### config.mk
export PLATFORM = sky130hd
export DESIGN_NAME = cpu_sequencer
export DESIGN_NICKNAME = d
export VERILOG_FILES = /design/src/rtl/cpu_sequencer_pkg.sv /design/src/rtl/cpu_sequencer_return_stack.sv /design/src/rtl/cpu_sequencer.sv
export SDC_FILE = /design/constraint.sdc
export NUM_CORES = 1
export LEC_CHECK = 0
export CAP_MARGIN = 20
export CORE_ASPECT_RATIO = 0.9
export CORE_MARGIN = 1
export CORE_UTILIZATION = 46
export DETAILED_ROUTE_END_ITERATION = 8
export DONT_BUFFER_PORTS = 1
export PLACE_DENSITY = 0.66
export SETUP_SLACK_MARGIN = 0.05
export SLEW_MARGIN = 25
export SYNTH_ARGS = -nofsm -noshare
export SYNTH_HDL_FRONTEND = slang
export SYNTH_SLANG_ARGS = --single-unit
### constraint.sdc
create_clock -name clk -period 3.42 [get_ports clk]
set_clock_uncertainty 0.05 [all_clocks]
set_input_delay 0.513 -clock clk [delete_from_list [all_inputs] [get_ports clk]]
set_output_delay 0.513 -clock clk [all_outputs]
set_load 0.005 [all_outputs]
### src/rtl/cpu_sequencer_pkg.sv
// Shared sequencer definitions: FSM state encoding used by cpu_sequencer.
package cpu_sequencer_pkg;

  typedef enum logic [1:0] {
    SEQ_FETCH = 2'd0,
    SEQ_EXEC  = 2'd1,
    SEQ_HALT  = 2'd2,
    SEQ_FAULT = 2'd3
  } seq_state_e;

endpackage

### src/rtl/cpu_sequencer_return_stack.sv
// return_stack: parametrised LIFO of return addresses with occupancy count.
module return_stack
  import cpu_sequencer_pkg::*;
#(
  parameter int DEPTH = 4,
  parameter int W     = 8,
  parameter int SP_W  = $clog2(DEPTH + 1)
) (
  input  logic            clk,
  input  logic            resetn,
  input  logic            push,
  input  logic            pop,
  input  logic [W-1:0]    push_data,
  output logic [W-1:0]    top_data,
  output logic            full,
  output logic            empty,
  output logic [SP_W-1:0] count
);

  logic [SP_W-1:0] count_r;
  // Power-of-two storage lets the occupancy count index it directly.
  logic [W-1:0]    mem_r [0:(1 << SP_W) - 1];

  assign full     = (count_r == SP_W'(DEPTH));
  assign empty    = (count_r == {SP_W{1'b0}});
  assign count    = count_r;
  assign top_data = mem_r[count_r - SP_W'(1)];

  // Occupancy counter; refuses to move past empty or full.
  always_ff @(posedge clk) begin
    if (!resetn) begin
      count_r <= {SP_W{1'b0}};
    end else if (push && !full) begin
      count_r <= count_r + SP_W'(1);
    end else if (pop && !empty) begin
      count_r <= count_r - SP_W'(1);
    end else begin
      count_r <= count_r;
    end
  end

  // Storage write; contents intentionally survive reset.
  always_ff @(posedge clk) begin
    if (push && !full) begin
      mem_r[count_r] <= push_data;
    end
  end

endmodule

### src/rtl/cpu_sequencer.sv
// cpu_sequencer: IP owner, handshaked ROM fetch, branch/call/ret/halt sequencing.
// Optional single-step from HALT via macro CPU_SEQ_SINGLE_STEP_EN (adds port step).
module cpu_sequencer
  import cpu_sequencer_pkg::*;
#(
  parameter int IP_W        = 8,
  parameter int INSTR_W     = 32,
  parameter int STACK_DEPTH = 4,
  parameter int RESET_IP    = 0
) (
  input  logic                               clk,
  input  logic                               resetn,
  input  logic                               enable,
  output logic [IP_W-1:0]                    imem_addr,
  output logic                               imem_req,
  input  logic                               imem_valid,
  input  logic [INSTR_W-1:0]                 imem_data,
  output logic [INSTR_W-1:0]                 instr,
  output logic                               instr_valid,
  input  logic                               br_taken,
  input  logic                               is_call,
  input  logic                               is_ret,
  input  logic                               is_halt,
  input  logic [IP_W-1:0]                    target,
  input  logic                               resume,
`ifdef CPU_SEQ_SINGLE_STEP_EN
  input  logic                               step,
`endif
  output logic [IP_W-1:0]                    ip,
  output logic                               halted,
  output logic                               stack_err,
  output logic [$clog2(STACK_DEPTH+1)-1:0]   sp
);

  seq_state_e         state_r;
  logic [IP_W-1:0]    ip_r;
  logic [INSTR_W-1:0] instr_r;
  logic               instr_valid_r;
  logic               imem_req_r;
  logic               halted_r;
  logic               stack_err_r;
  logic               hold_halt_r, hold_ret_r, hold_call_r, hold_br_r;
  logic [IP_W-1:0]    hold_target_r;
`ifdef CPU_SEQ_SINGLE_STEP_EN
  logic               step_mode_r;
`endif

  logic               eff_halt_s, eff_ret_s, eff_call_s, eff_br_s;
  logic [IP_W-1:0]    eff_target_s;
  logic               push_s, pop_s, full_s, empty_s;
  logic [IP_W-1:0]    top_s;
  logic [IP_W-1:0]    ip_inc_s;

  // Controls are live on the first EXEC cycle and come from the hold registers afterwards.
  assign eff_halt_s   = instr_valid_r ? is_halt  : hold_halt_r;
  assign eff_ret_s    = instr_valid_r ? is_ret   : hold_ret_r;
  assign eff_call_s   = instr_valid_r ? is_call  : hold_call_r;
  assign eff_br_s     = instr_valid_r ? br_taken : hold_br_r;
  assign eff_target_s = instr_valid_r ? target   : hold_target_r;
  assign ip_inc_s     = ip_r + IP_W'(1);

  // Stack side-effects only for the winning control of an advancing instruction.
  always_comb begin
    push_s = 1'b0;
    pop_s  = 1'b0;
    if ((state_r == SEQ_EXEC) && enable) begin
      if (eff_halt_s) begin
        push_s = 1'b0;
      end else if (eff_ret_s) begin
        pop_s = !empty_s;
      end else if (eff_call_s) begin
        push_s = !full_s;
      end else begin
        pop_s = 1'b0;
      end
    end else begin
      push_s = 1'b0;
    end
  end

  return_stack #(
    .DEPTH (STACK_DEPTH),
    .W     (IP_W)
  ) u_stack (
    .clk       (clk),
    .resetn    (resetn),
    .push      (push_s),
    .pop       (pop_s),
    .push_data (ip_inc_s),
    .top_data  (top_s),
    .full      (full_s),
    .empty     (empty_s),
    .count     (sp)
  );

  // Sequencer FSM with registered outputs.
  always_ff @(posedge clk) begin
    if (!resetn) begin
      state_r       <= SEQ_FETCH;
      ip_r          <= IP_W'(RESET_IP);
      instr_r       <= {INSTR_W{1'b0}};
      instr_valid_r <= 1'b0;
      imem_req_r    <= 1'b1;
      halted_r      <= 1'b0;
      stack_err_r   <= 1'b0;
      hold_halt_r   <= 1'b0;
      hold_ret_r    <= 1'b0;
      hold_call_r   <= 1'b0;
      hold_br_r     <= 1'b0;
      hold_target_r <= {IP_W{1'b0}};
`ifdef CPU_SEQ_SINGLE_STEP_EN
      step_mode_r   <= 1'b0;
`endif
    end else begin
      instr_valid_r <= 1'b0;
      case (state_r)
        SEQ_FETCH: begin
          if (imem_valid) begin
            instr_r       <= imem_data;
            instr_valid_r <= 1'b1;
            imem_req_r    <= 1'b0;
            state_r       <= SEQ_EXEC;
          end
        end
        SEQ_EXEC: begin
          if (instr_valid_r) begin
            hold_halt_r   <= is_halt;
            hold_ret_r    <= is_ret;
            hold_call_r   <= is_call;
            hold_br_r     <= br_taken;
            hold_target_r <= target;
          end
          if (enable) begin
            state_r    <= SEQ_FETCH;
            imem_req_r <= 1'b1;
`ifdef CPU_SEQ_SINGLE_STEP_EN
            step_mode_r <= 1'b0;
`endif
            if (eff_halt_s) begin
              ip_r       <= ip_inc_s;
              state_r    <= SEQ_HALT;
              imem_req_r <= 1'b0;
              halted_r   <= 1'b1;
            end else if (eff_ret_s) begin
              if (empty_s) begin
                state_r     <= SEQ_FAULT;
                imem_req_r  <= 1'b0;
                stack_err_r <= 1'b1;
              end else begin
                ip_r <= top_s;
              end
            end else if (eff_call_s) begin
              if (full_s) begin
                state_r     <= SEQ_FAULT;
                imem_req_r  <= 1'b0;
                stack_err_r <= 1'b1;
              end else begin
                ip_r <= eff_target_s;
              end
            end else if (eff_br_s) begin
              ip_r <= eff_target_s;
            end else begin
              ip_r <= ip_inc_s;
`ifdef CPU_SEQ_SINGLE_STEP_EN
              if (step_mode_r) begin
                state_r    <= SEQ_HALT;
                imem_req_r <= 1'b0;
                halted_r   <= 1'b1;
              end
`endif
            end
          end
        end
        SEQ_HALT: begin
          if (resume) begin
            state_r    <= SEQ_FETCH;
            imem_req_r <= 1'b1;
            halted_r   <= 1'b0;
`ifdef CPU_SEQ_SINGLE_STEP_EN
          end else if (step) begin
            state_r     <= SEQ_FETCH;
            imem_req_r  <= 1'b1;
            halted_r    <= 1'b0;
            step_mode_r <= 1'b1;
`endif
          end
        end
        SEQ_FAULT: begin
          stack_err_r <= 1'b1;
          imem_req_r  <= 1'b0;
        end
        default: begin
          state_r     <= SEQ_FAULT;
          imem_req_r  <= 1'b0;
          stack_err_r <= 1'b1;
        end
      endcase
    end
  end

  assign imem_addr   = ip_r;
  assign imem_req    = imem_req_r;
  assign instr       = instr_r;
  assign instr_valid = instr_valid_r;
  assign ip          = ip_r;
  assign halted      = halted_r;
  assign stack_err   = stack_err_r;

endmodule

### Word level (Yosys, flattened, before mapping)

Memory sizes are Yosys's and may differ from the RTL's.
Cells that the tools add are included.

| storage, ports and cells | value |
|---|---|
| register bits | 61 |
| bits in writable memories | 64 |
| input bits | 49 |
| output and inout bits | 55 |
| logic and storage cells | 101 |
| memories kept | 1 |

Memories:

| memory | depth | bits a word | read ports | clocked after memory_dff | write ports | RTL line | RTL |
|---|---|---|---|---|---|---|---|
| u_stack.mem_r | 8 | 8 | 1 | 0 | 1 | cpu_sequencer_return_stack.sv:22 | `logic [W-1:0] mem_r [0:(1 << SP_W) - 1];` |

| cells by class | value |
|---|---|
| add/sub/neg operators | 3 |
| equality and inequality tests | 14 |
| mux-type cells | 52 |
| reduce and logical (&&, ||, !) cells | 18 |

Operator list:

| cell | number |
|---|---|
| two-way mux 8 bit | 7 |
| two-way mux 1 bit | 31 |
| two-way mux 2 bit | 8 |
| AND reduction 4 bit | 3 |
| != test 2 bit (second input constant) | 5 |
| adder 8 x 1 -> 8 bit (second input constant) | 1 |
| two-way mux 3 bit | 2 |
| != test 3 x 2 -> 1 bit (second input constant) | 2 |
| != test 3 bit (second input constant) | 2 |
| one-hot mux 2 bit (3 select lines) | 1 |
| AND reduction 6 bit | 1 |
| nonzero test 2 bit | 3 |
| equality test 2 bit (second input constant) | 2 |
| != test 4 bit (second input constant) | 1 |
| one-hot mux 1 bit (2 select lines) | 2 |
| one-hot mux 1 bit (4 select lines) | 1 |
| AND reduction 2 bit | 2 |
| adder 3 x 1 -> 3 bit (second input constant) | 1 |
| equality test 3 bit (second input constant) | 1 |
| logical AND 1 bit | 3 |
| zero test 3 bit | 1 |
| AND reduction 3 bit | 1 |
| nonzero test 3 bit | 1 |
| subtractor 3 x 1 -> 3 bit (second input constant) | 1 |
| 3 further kinds | 4 |

### Logic depth before layout (Yosys ltp)

Gate-level depths: netlist (run 1).

| depth | value |
|---|---|
| word-level depth | 9 |
| mapped depth | 10 |
| gate-level depth less buffers | 7 |

### Modules after synthesis

From an unflattened synthesis (run 1), not the netlist that was laid out.

| unflattened totals | value |
|---|---|
| cells, all modules | 489 |
| area total of the unflattened synthesis | 5607.9 um2 |

Modules (own cells, without submodules):

| module | instances | cells each | area an instance (um2) | seq. area each (um2) |
|---|---|---|---|---|
| cpu_sequencer | 1 | 348 | 2822.7 | 1161.1 |
| return_stack | 1 | 141 | 2785.2 | 1981.9 |

### Worst setup path before layout (run 1)

OpenSTA, ideal clock, no wires.

| path | value |
|---|---|
| path type | flip-flop to flip-flop |
| from | register u_stack.count_r[0], in the netlist u_stack.count[0] |
| to | register ip_r[2], in the netlist imem_addr[2] |
| setup time | 0.131 ns |
| data arrival time | 2.536 ns |
| data required time | 3.239 ns |
| path slack | 0.703 ns |
| cell stages (with the launch flop) | 11 |
| path buffers | 3 |
| period minus slack after synthesis | 2.717 ns |
| cells stage by stage | dfxtp_1 -> clkbuf_1 -> inv_1 -> ha_1 -> clkbuf_1 -> clkbuf_1 -> mux4_2 -> mux2i_1 -> nand2_1 -> o211ai_1 -> o211ai_1 |

| on the way | value |
|---|---|
| longest elaborated chain between the ends | 5 |
| elaborated cells on any way between the ends | 10 |
| classes of those cells | add/sub: 1; eq/ne: 3; mux: 3; reduce/logical: 2; memory: 1 |

Ends and longest elaborated chain:

| what | RTL line | RTL |
|---|---|---|
| start, declared | cpu_sequencer_return_stack.sv:20 | `logic [SP_W-1:0] count_r;` |
| start signal, assigned | cpu_sequencer_return_stack.sv:32 | `count_r <= {SP_W{1'b0}};` |
| start signal, assigned | cpu_sequencer_return_stack.sv:34 | `count_r <= count_r + SP_W'(1);` |
| start signal, assigned | cpu_sequencer_return_stack.sv:36 | `count_r <= count_r - SP_W'(1);` |
| subtractor 3 x 1 -> 3 bit | cpu_sequencer_return_stack.sv:27 | `assign top_data = mem_r[count_r - SP_W'(1)];` |
| memory (8 x 8 bit) | n/a |  |
| two-way mux 8 bit | cpu_sequencer.sv:145 | `if (empty_s) begin` |
| two-way mux 8 bit | cpu_sequencer.sv:144 | `end else if (eff_ret_s) begin` |
| two-way mux 8 bit | cpu_sequencer.sv:139 | `if (eff_halt_s) begin` |
| end signal, assigned | cpu_sequencer.sv:140 | `ip_r <= ip_inc_s;` |
| end signal, assigned | cpu_sequencer.sv:150 | `ip_r <= top_s;` |
| end signal, assigned | cpu_sequencer.sv:158 | `ip_r <= eff_target_s;` |
| end, declared | cpu_sequencer.sv:36 | `logic [IP_W-1:0] ip_r;` |

Several ways; a longest one is shown, not always the timed one. The select of a mux whose other input is x is not followed.
A chain may end at the register's enable or synchronous reset.

### Final worst setup path (run 1)

| path | value |
|---|---|
| from | register state_r[1] |
| to | memory u_stack.mem_r[7][2], enable pin |

| on the way | value |
|---|---|
| longest elaborated chain between the ends | 6 |

Ends and longest elaborated chain:

| what | RTL line | RTL |
|---|---|---|
| start, declared | cpu_sequencer.sv:35 | `seq_state_e state_r;` |
| start signal, assigned | cpu_sequencer.sv:99 | `state_r <= SEQ_FETCH;` |
| start signal, assigned | cpu_sequencer.sv:122 | `state_r <= SEQ_EXEC;` |
| start signal, assigned | cpu_sequencer.sv:134 | `state_r <= SEQ_FETCH;` |
| equality test 2 x 1 -> 1 bit | cpu_sequencer.sv:66 | `if ((state_r == SEQ_EXEC) && enable) begin` |
| logical AND 1 bit | cpu_sequencer.sv:66 |  |
| two-way mux 1 bit | cpu_sequencer.sv:66 |  |
| logical AND 1 bit | cpu_sequencer_return_stack.sv:44 | `if (push && !full) begin` |
| two-way mux 1 bit | cpu_sequencer_return_stack.sv:44 |  |
| two-way mux 1 bit (not written as such) | cpu_sequencer_return_stack.sv:45 | `mem_r[count_r] <= push_data;` |
| end, declared | cpu_sequencer_return_stack.sv:22 |  |

Every way passes these cells.

==> reports/metrics.csv, run 1 <==
stage;metric;value;unit
status;status;complete, no violations;
placed_design;Post-DP Area;5530;µm²
yosys;number of synthesized flops with an enable pin;64;
setup_path;Crit. End Element;flip-flop;
finish;multi-input logic area;2080;µm²
pwr;Switch Pwr;0.000899;W
timing;Tmin final;2.87;ns
finish;Final #Nets;539;
timing;crit share post-route;0.838;
drt;Final ANT Viol Nets;0;
yosys;asr flop ratio synth;0;
clock_network;clk buf depth;2;
setup_path;CP Max Fanout;13;
floorplanning;IO Count;104;
clock_network;Resized cells post-CTS;0;
placed_design;Port Buffer Count;0;
floorplanning;height of the die;105;µm
pwr;Comb power frac;0.089;
setup_path;Critical Path Source Type;flip-flop;
pwr;pwr dens;630;nW/µm²
yosys;Mapped Avg Cell Area;11.2;µm²
min_path;min-delay src;resetn;
setup_path;Worst Setup Path Type;flip-flop to flip-flop;
global_route;initial antenna violation count;0;
clock_network;CTS clk-pin slew, worst paths;0.05;ns
pwr;Net Sw Frac;0.232;
flow_run;max-cap violations;0;
global_route;largest net degree at the start of global routing;49;
drt;Via Count;3768;
setup_path;Reg2Reg Setup Slack;0.55;ns
setup_path;reg2reg start;state_r[1];
timing;RSZ-0062 raised after global routing;false;
floorplanning;core footprint;11500;µm²
finish;final core occ;0.534;
setup_path;CP max stage cell;nor2_1;
drt;DR iter-0 viols;434;
floorplanning;DIE WIDTH;117;µm
global_route;first-pass GRT wire length;19800;µm
pwr;maximum VDD drop;0.402;mV
clock_network;CTS Buf Count;17;
global_route;vias in the first global route;3658;
pwr;Leak;2.12;nW
floorplanning;Row Count;37;
yosys;share of the synthesized area in the top cell type;0.354;
setup_path;Reg2Reg Depth;6;
clock_network;Hold-fix buffers, CTS;0;
pwr;clock share of power;0.470;
timing;final setup TNS;0;ns
clock_network;root buf cell;clkbuf_16;
drt;vias per inst;5.80;
clock_network;clk_lat worst skew;0.40;ns
yosys;cell taking the most area after synthesis;edfxtp_1;
finish;Area Growth Syn to Fin;13.0;%
min_path;Endpoint, Worst Hold;imem_req;
setup_path;Worst path max stage delay;0.61;ns
setup_path;CP Launch Point;state_r[1];
global_route;GRT Util Overall;0.221;
min_path;WHS Path Cells;1;
clock_network;Sink Count;125;
clock_network;# Post-CTS Setup Buffers;0;
drt;First-pass DRT Iterations;5;
yosys;Synth Flop Type;edfxtp_1;
global_route;GRT overflow;0;
placed_design;Final GP Congestion;0.820;
drt;drt total wl;12800;µm
finish;# diodes;0;
yosys;sequential element share of the synthesized area;0.579;
setup_path;crit path cell chain;inv_1 > ha_1 > nand2_1 > a211oi_2 > nand3b_1 > nor2_1;
min_path;Hold Path Class;input port to flip-flop;
setup_path;critical path's top delay family;simple AND/OR/NAND/NOR gates;
yosys;cell area after synthesis;5430;µm²
finish;Final Instance Area;6140;µm²
timing;Min Hold Slack;0.168;ns
floorplanning;Die ar.;12200;µm²
pwr;sequential power share;0.441;
setup_path;critical path buffer and inverter count;1;
yosys;synth unique cells;46;
timing;Slew Limit Fails;0;
placed_design;hpwl dp;8950;µm
drt;Residual DRC;0;
setup_path;Critical Path AT;2.85;ns
floorplanning;Initial Util;0.473;
setup_path;worst r2r dst;u_stack.mem_r[7][2];
yosys;syn nets;544;
clock_network;CTS tree;yes;
finish;share of layout cells above drive strength 1;0.140;
timing;Slew Limit Headroom;0.486;
yosys;YS warnings;0;
finish;# fillers;1015;
yosys;Synth area leaders;edfxtp_1 (35%), dfxtp_1 (22%), nand2_1 (7.7%);
pwr;total power;0.00387;W
timing;upper clock frequency limit;0.349;GHz
timing;endpoints failing setup;0;
yosys;cell count after synthesis;486;
timing;final hold vios;0;
clock_network;H-tree depth;4;
drt;routed len/inst;19.7;µm
finish;Register Area;3140;µm²
timing;worst-margin pin slew;0.768;ns
pwr;Int Power;0.00297;W
yosys;synthesized flop and latch total;125;
setup_path;worst path required time;3.40;ns
[state kept, by name, indices dropped and copies added (netlist names)]
name           flops
instr             32
halted             1
u_stack.mem_r     64
state_r            2
hold_ret_r         1
u_stack.count      3
hold_br_r          1
hold_call_r        1
hold_target_r      8
instr_valid        1
hold_halt_r        1
imem_req           1
imem_addr          8
stack_err          1
[layout make-up]
| class | instances | share of cell area |
|---|---|---|
| Clock inverter | 13 | 0.0281 |
| Timing Repair Buffer | 9 | 0.0110 |
| Tap cell | 156 | 0.0318 |
| Clock buffer | 19 | 0.0706 |
| Multi-Input combinational cell | 317 | 0.340 |
| Inverter | 11 | 0.00673 |
| Sequential cell | 125 | 0.512 |
[kinds of logic after synthesis]
family,Yosys count,share of synthesized area
AO/OA/AOI/OAI,99,0.112
XOR/XNOR,6,0.0111
adder cells (fa/ha/maj),9,0.0207
buffers and inverters,44,0.0378
flip-flops,125,0.579
multiplexers,40,0.113
AND/OR/NAND/NOR,163,0.126
[synthesized netlist by cell type, drive strengths merged (2+ instances only)]
library cell / instances
clkbuf: 22
o211ai: 6
o21a: 2
nor3: 6
nor2b: 5
nand3b: 2
a2111oi: 2
a32oi: 5
nor2: 16
xnor2: 3
mux2i: 16
o2111ai: 2
o21ai: 15
or3: 4
mux4: 16
inv: 10
a21oi: 55
a31oi: 4
edfxtp: 64
nand2: 111
ha: 9
dfxtp: 61
and2: 2
a211oi: 3
buf: 11
nand3: 12
xor2: 3
mux2: 8
[layout by cell type, fill, tap and decap left out, types with 2 or more instances in the layout]
cell,n
a32oi_1,5
xor2_1,2
nor2b_1,5
nand3_1,12
clkinv_1,3
clkbuf_16,17
mux2i_1,16
buf_4,9
inv_1,10
nand2_1,110
clkinv_2,4
clkinv_4,2
a21oi_1,55
nor3_1,6
o21ai_1,4
dfxtp_1,61
clkbuf_1,2
or3_1,4
o211ai_1,6
xnor2_1,3
nor2_1,16
a211oi_1,2
ha_1,9
o2111ai_1,2
edfxtp_1,64
nand3b_1,2
o21a_1,2
mux4_2,16
o21ai_0,11
a31oi_1,4
mux2_2,7
bufinv_16,4
[stage by stage]
step	std cells	worst slack (ns)
4_1_cts	650	0.547
6_report	650	0.554
2_1_floorplan	486	0.703
3_5_place_dp	618	0.589
5_1_grt	650	0.328
3_3_place_gp	618	0.743
[routing by layer]
metal / global-route usage / vias up / share of wire
met5: 0 / - / 0
met4: 0.0742 / 0 / 0.013
met3: 0.0719 / 18 / 0.083
met2: 0.329 / 156 / 0.48
met1: 0.301 / 1856 / 0.43
li1: - / 1738 / -
[worst max path at each step]
stage,depth (start not counted),endpoint
finish,6,u_stack.mem_r[7][2]
detailed placement,6,u_stack.mem_r[2][2]
global placement,6,u_stack.mem_r[5][6]
global route,6,u_stack.mem_r[2][7]
floorplan,10,imem_addr[2]
CTS,6,u_stack.mem_r[7][2]
[power groups by stage]
| stage | registers, W | clock network (W) | logic (W) |
|---|---|---|---|
| 3_5_place_dp | 0.00174 | 0 | 0.000342 |
| 2_1_floorplan | 0.00172 | 0 | 0.000270 |
| 4_1_cts | 0.00171 | 0.00185 | 0.000343 |
| 5_1_grt | 0.00171 | 0.00191 | 0.000382 |
| 3_3_place_gp | 0.00173 | 0 | 0.000334 |
| 6_report | 0.00171 | 0.00182 | 0.000345 |
(Power assumes the default switching activity.)
==> run 2, diff against run 1 <==
clock period = 2.9 ns   (was 3.42 ns; I/O delays follow)
==> run 2 against run 1 <==
Compared with the run above: final cell count is 1.7% higher; count of clock-buffer cells in the layout is 2 lower; design area is 1.1% higher; power is 17% higher; flip-flop and latch count stayed put.
==> reports/metrics.csv, run 2 (synthesis results as in run 1) <==
stage;metric;value;unit
global_route;first-pass GRT wire length;20100;µm
placed_design;hpwl dp;9010;µm
clock_network;Hold-fix buffers, CTS;0;
floorplanning;IO Count;104;
global_route;M3 GR Usage;0.0725;
timing;endpoints failing setup;0;
finish;max reg flops;64;
global_route;met2 Use GR;0.335;
timing;worst-margin pin slew;0.773;ns
setup_path;Critical Path Source Type;flip-flop;
drt;First-pass DRT Iterations;6;
finish;Register Area;3140;µm²
global_route;met1 GRT Util;0.304;
timing;crit share post-route;0.851;
finish;multi-input logic area;2090;µm²
setup_path;CP Max Fanout;10;
finish;Final #Nets;550;
clock_network;CTS Buf Count;17;
finish;most frequent cells in the layout;nand2_1 (111), edfxtp_1 (64), dfxtp_1 (61);
timing;RSZ-0062 raised after global routing;false;
global_route;GRT Util Overall;0.226;
pwr;maximum VDD drop;0.436;mV
global_route;largest net degree at the start of global routing;50;
setup_path;Crit. End Element;flip-flop;
finish;share of layout cells above drive strength 1;0.166;
clock_network;clk_lat worst skew;0.41;ns
setup_path;Worst path max stage delay;0.58;ns
drt;Final ANT Viol Nets;0;
timing;Slew Limit Headroom;0.483;
timing;upper clock frequency limit;0.405;GHz
drt;vias per inst;5.70;
timing;final hold vios;0;
global_route;GRT overflow;0;
setup_path;critical path's top delay family;adder cells;
pwr;Leak;2.18;nW
setup_path;crit path cell chain;inv_1 > ha_1 > buf_4 > mux4_2 > mux2i_1 > o21ai_0 > a211oi_1 > nor3_1;
setup_path;Critical Path AT;2.69;ns
drt;Via Count;3766;
global_route;vias in the first global route;3697;
finish;Final Instance Area;6210;µm²
status;status;complete, no violations;
floorplanning;core footprint;11500;µm²
pwr;pwr dens;729;nW/µm²
floorplanning;Row Count;37;
floorplanning;Die ar.;12200;µm²
finish;# fillers;1010;
setup_path;CP max stage cell;ha_1;
clock_network;root buf cell;clkbuf_16;
floorplanning;DIE WIDTH;117;µm
setup_path;critical path buffer and inverter count;2;
clock_network;H-tree depth;4;
clock_network;Resized cells post-CTS;0;
placed_design;Post-DP Area;5620;µm²
clock_network;clk buf depth;2;
floorplanning;height of the die;105;µm
timing;Slew Limit Fails;0;
placed_design;Port Buffer Count;0;
clock_network;# Post-CTS Setup Buffers;0;
setup_path;Worst Setup Path Type;flip-flop to flip-flop;
drt;DR iter-0 viols;342;
clock_network;CTS tree;yes;
flow_run;max-cap violations;0;
global_route;GR peak layer;met2;
placed_design;Final GP Congestion;0.886;
finish;# diodes;0;
drt;drt total wl;12900;µm
clock_network;CTS clk-pin slew, worst paths;0.06;ns
floorplanning;Initial Util;0.473;
setup_path;worst path required time;3.12;ns
drt;Residual DRC;0;
finish;commonest non-fill, non-tap cell in the layout;nand2_1;
timing;final setup TNS;0;ns
finish;Most flops, register;u_stack.mem_r;
min_path;Hold Path Class;input port to flip-flop;
global_route;initial antenna violation count;0;
drt;routed len/inst;19.5;µm
clock_network;Sink Count;125;
finish;Area Growth Syn to Fin;14.3;%
timing;Tmin final;2.47;ns
[run 2: routing by layer]
layer  part of all wire  routed length, µm
met5                  0                  0
met3              0.074                950
met2               0.47               6040
met4              0.019                248
met1               0.44               5660
[run 2: final cells by class]
cell class / count / share of cell area
well taps: 156 / 0.0315
clock inverters: 15 / 0.0262
repair buffers: 20 / 0.0242
clock buffers: 17 / 0.0685
flip-flops and latches: 125 / 0.506
multi-input cells: 317 / 0.336
inverters: 11 / 0.00665
[run 2: metrics by stage]
stage / util / hold slack (ns) / setup slack, ns / total power, W / cells
2_1_floorplan: - / 0.384 / 0.183 / 0.00234 / 486
3_3_place_gp: 0.489 / 0.390 / 0.510 / 0.00245 / 629
3_5_place_dp: 0.489 / 0.400 / 0.466 / 0.00246 / 629
4_1_cts: 0.540 / 0.0452 / 0.463 / 0.00454 / 661
5_1_grt: 0.541 / 0.0398 / 0.231 / 0.00467 / 661
6_report: 0.541 / 0.0556 / 0.433 / 0.00452 / 661
[run 2: path summary, 6_finish.rpt]
path	startpoint	end	slack (ns)	depth (start not counted)
min	resetn	imem_req	0.06	1
max reg2reg	u_stack.count[1]	imem_addr[7]	0.43	8
max	u_stack.count[1]	imem_addr[7]	0.43	8
min reg2reg	hold_target_r[5]	hold_target_r[5]	0.41	2
[run 2: where the power goes]
group	total, W	switching [W]	internal [W]
sequential	0.00201	0.0000682	0.00194
combinational	0.000416	0.000274	0.000142
clock	0.00210	0.000820	0.00128
==> run 3, diff against run 2 <==
CORE_UTILIZATION = 41   (was 46)
GPL_ROUTABILITY_DRIVEN = 0   (was default)
PLACE_DENSITY = 0.6   (was 0.66)
clock period = 2.69 ns   (was 2.9 ns; I/O delays follow)
==> run 3 against run 2 <==
Compared with the run above: critical path depth is 3 lower; worst setup slack worse by 0.060 ns; global-route usage is 2.7 points lower; sequential power is 7% higher; largest cell class unchanged.
==> reports/metrics.csv, run 3 (synthesis results as in run 1) <==
stage;metric;value;unit
placed_design;Port Buffer Count;0;
setup_path;CP Max Fanout;9;
clock_network;CTS clk-pin slew, worst paths;0.06;ns
timing;worst-margin pin slew;0.757;ns
global_route;vias in the first global route;3648;
floorplanning;DIE WIDTH;123;µm
drt;Via Count;3732;
flow_run;max-cap violations;0;
finish;Final #Nets;550;
drt;routed len/inst;19.0;µm
drt;Final ANT Viol Nets;0;
min_path;Hold Path Class;input port to flip-flop;
drt;DR iter-0 viols;403;
timing;crit share post-route;0.862;
clock_network;clk buf depth;2;
placed_design;Post-DP Area;5620;µm²
pwr;maximum VDD drop;0.518;mV
finish;Area Growth Syn to Fin;14.8;%
finish;Final Instance Area;6230;µm²
clock_network;CTS Buf Count;17;
pwr;pwr dens;797;nW/µm²
finish;# fillers;1168;
placed_design;hpwl dp;8940;µm
timing;Tmin final;2.32;ns
finish;# diodes;0;
clock_network;root buf cell;clkbuf_16;
global_route;first-pass GRT wire length;20000;µm
timing;final setup TNS;0;ns
clock_network;Resized cells post-CTS;0;
floorplanning;Die ar.;13700;µm²
pwr;total power;0.00497;W
floorplanning;Initial Util;0.425;
setup_path;worst path required time;2.76;ns
timing;endpoints failing setup;0;
timing;final hold vios;0;
finish;Register Area;3140;µm²
drt;vias per inst;5.58;
timing;RSZ-0062 raised after global routing;false;
clock_network;H-tree depth;4;
finish;final core occ;0.487;
setup_path;Critical Path Source Type;flip-flop;
drt;Residual DRC;0;
timing;upper clock frequency limit;0.432;GHz
clock_network;Hold-fix buffers, CTS;0;
global_route;GRT Util Overall;0.199;
pwr;Leak;2.18;nW
setup_path;Crit. End Element;flip-flop;
finish;commonest non-fill, non-tap cell in the layout;nand2_1;
finish;max reg flops;64;
floorplanning;IO Count;104;
timing;Slew Limit Fails;0;
setup_path;Reg2Reg Setup Slack;0.37;ns
finish;share of layout cells above drive strength 1;0.160;
global_route;GRT overflow;0;
status;status;complete, no violations;
clock_network;clk_lat worst skew;0.41;ns
setup_path;Worst Setup Path Type;flip-flop to flip-flop;
global_route;initial antenna violation count;0;
clock_network;# Post-CTS Setup Buffers;0;
finish;multi-input logic area;2080;µm²
finish;Most flops, register;u_stack.mem_r;
setup_path;Critical Path AT;2.38;ns
finish;most frequent cells in the layout;nand2_1 (111), edfxtp_1 (64), dfxtp_1 (61);
floorplanning;height of the die;111;µm
drt;drt total wl;12700;µm
clock_network;CTS tree;yes;
clock_network;Sink Count;125;
timing;Slew Limit Headroom;0.491;
floorplanning;core footprint;12800;µm²
floorplanning;Row Count;39;
global_route;largest net degree at the start of global routing;51;
drt;First-pass DRT Iterations;5;
[run 3: stage by stage]
stage          setup WS [ns]  cells  hold slack (ns)
3_3_place_gp           0.421    637            0.390
3_5_place_dp           0.365    637            0.402
5_1_grt                0.204    669           0.0251
4_1_cts                0.351    669           0.0152
6_report               0.373    669           0.0293
2_1_floorplan         0.0965    486            0.384
[run 3: power breakdown]
part,internal (W),switching [W]
clock,0.00147,0.000875
sequential,0.00209,0.0000719
combinational,0.000154,0.000300
total,0.00372,0.00125
[run 3: final timing paths]
kind                                       start                  end  cells after the start
worst max-delay path                 instr_valid  u_stack.mem_r[4][3]                      5
worst min-delay path                      resetn             imem_req                      1
worst max register to register       instr_valid  u_stack.mem_r[4][3]                      5
worst min register to register  hold_target_r[7]     hold_target_r[7]                      2
[run 3: worst max-delay path: stages, from the launching register on]
cell and delay, ns:
dfxtp_1 0.55, mux2_4 0.40, a211oi_2 0.41, nand3b_1 0.22, nor3_1 0.18, buf_4 0.21
[run 3: final cells by class]
class	count	share of cell area
clock inverter	15	0.0299
timing repair buffer	20	0.0241
inverter	11	0.00663
clock buffer	17	0.0683
tap	164	0.0329
sequential	125	0.504
multi-input combinational	317	0.334
[run 3: layer usage]
metal / GRT usage / up-vias / part of all wire
met2: 0.295 / 116 / 0.47
met3: 0.0638 / 15 / 0.068
met1: 0.275 / 1837 / 0.45
met4: 0.0659 / 0 / 0.013
met5: 0 / - / 0
li1: - / 1764 / -
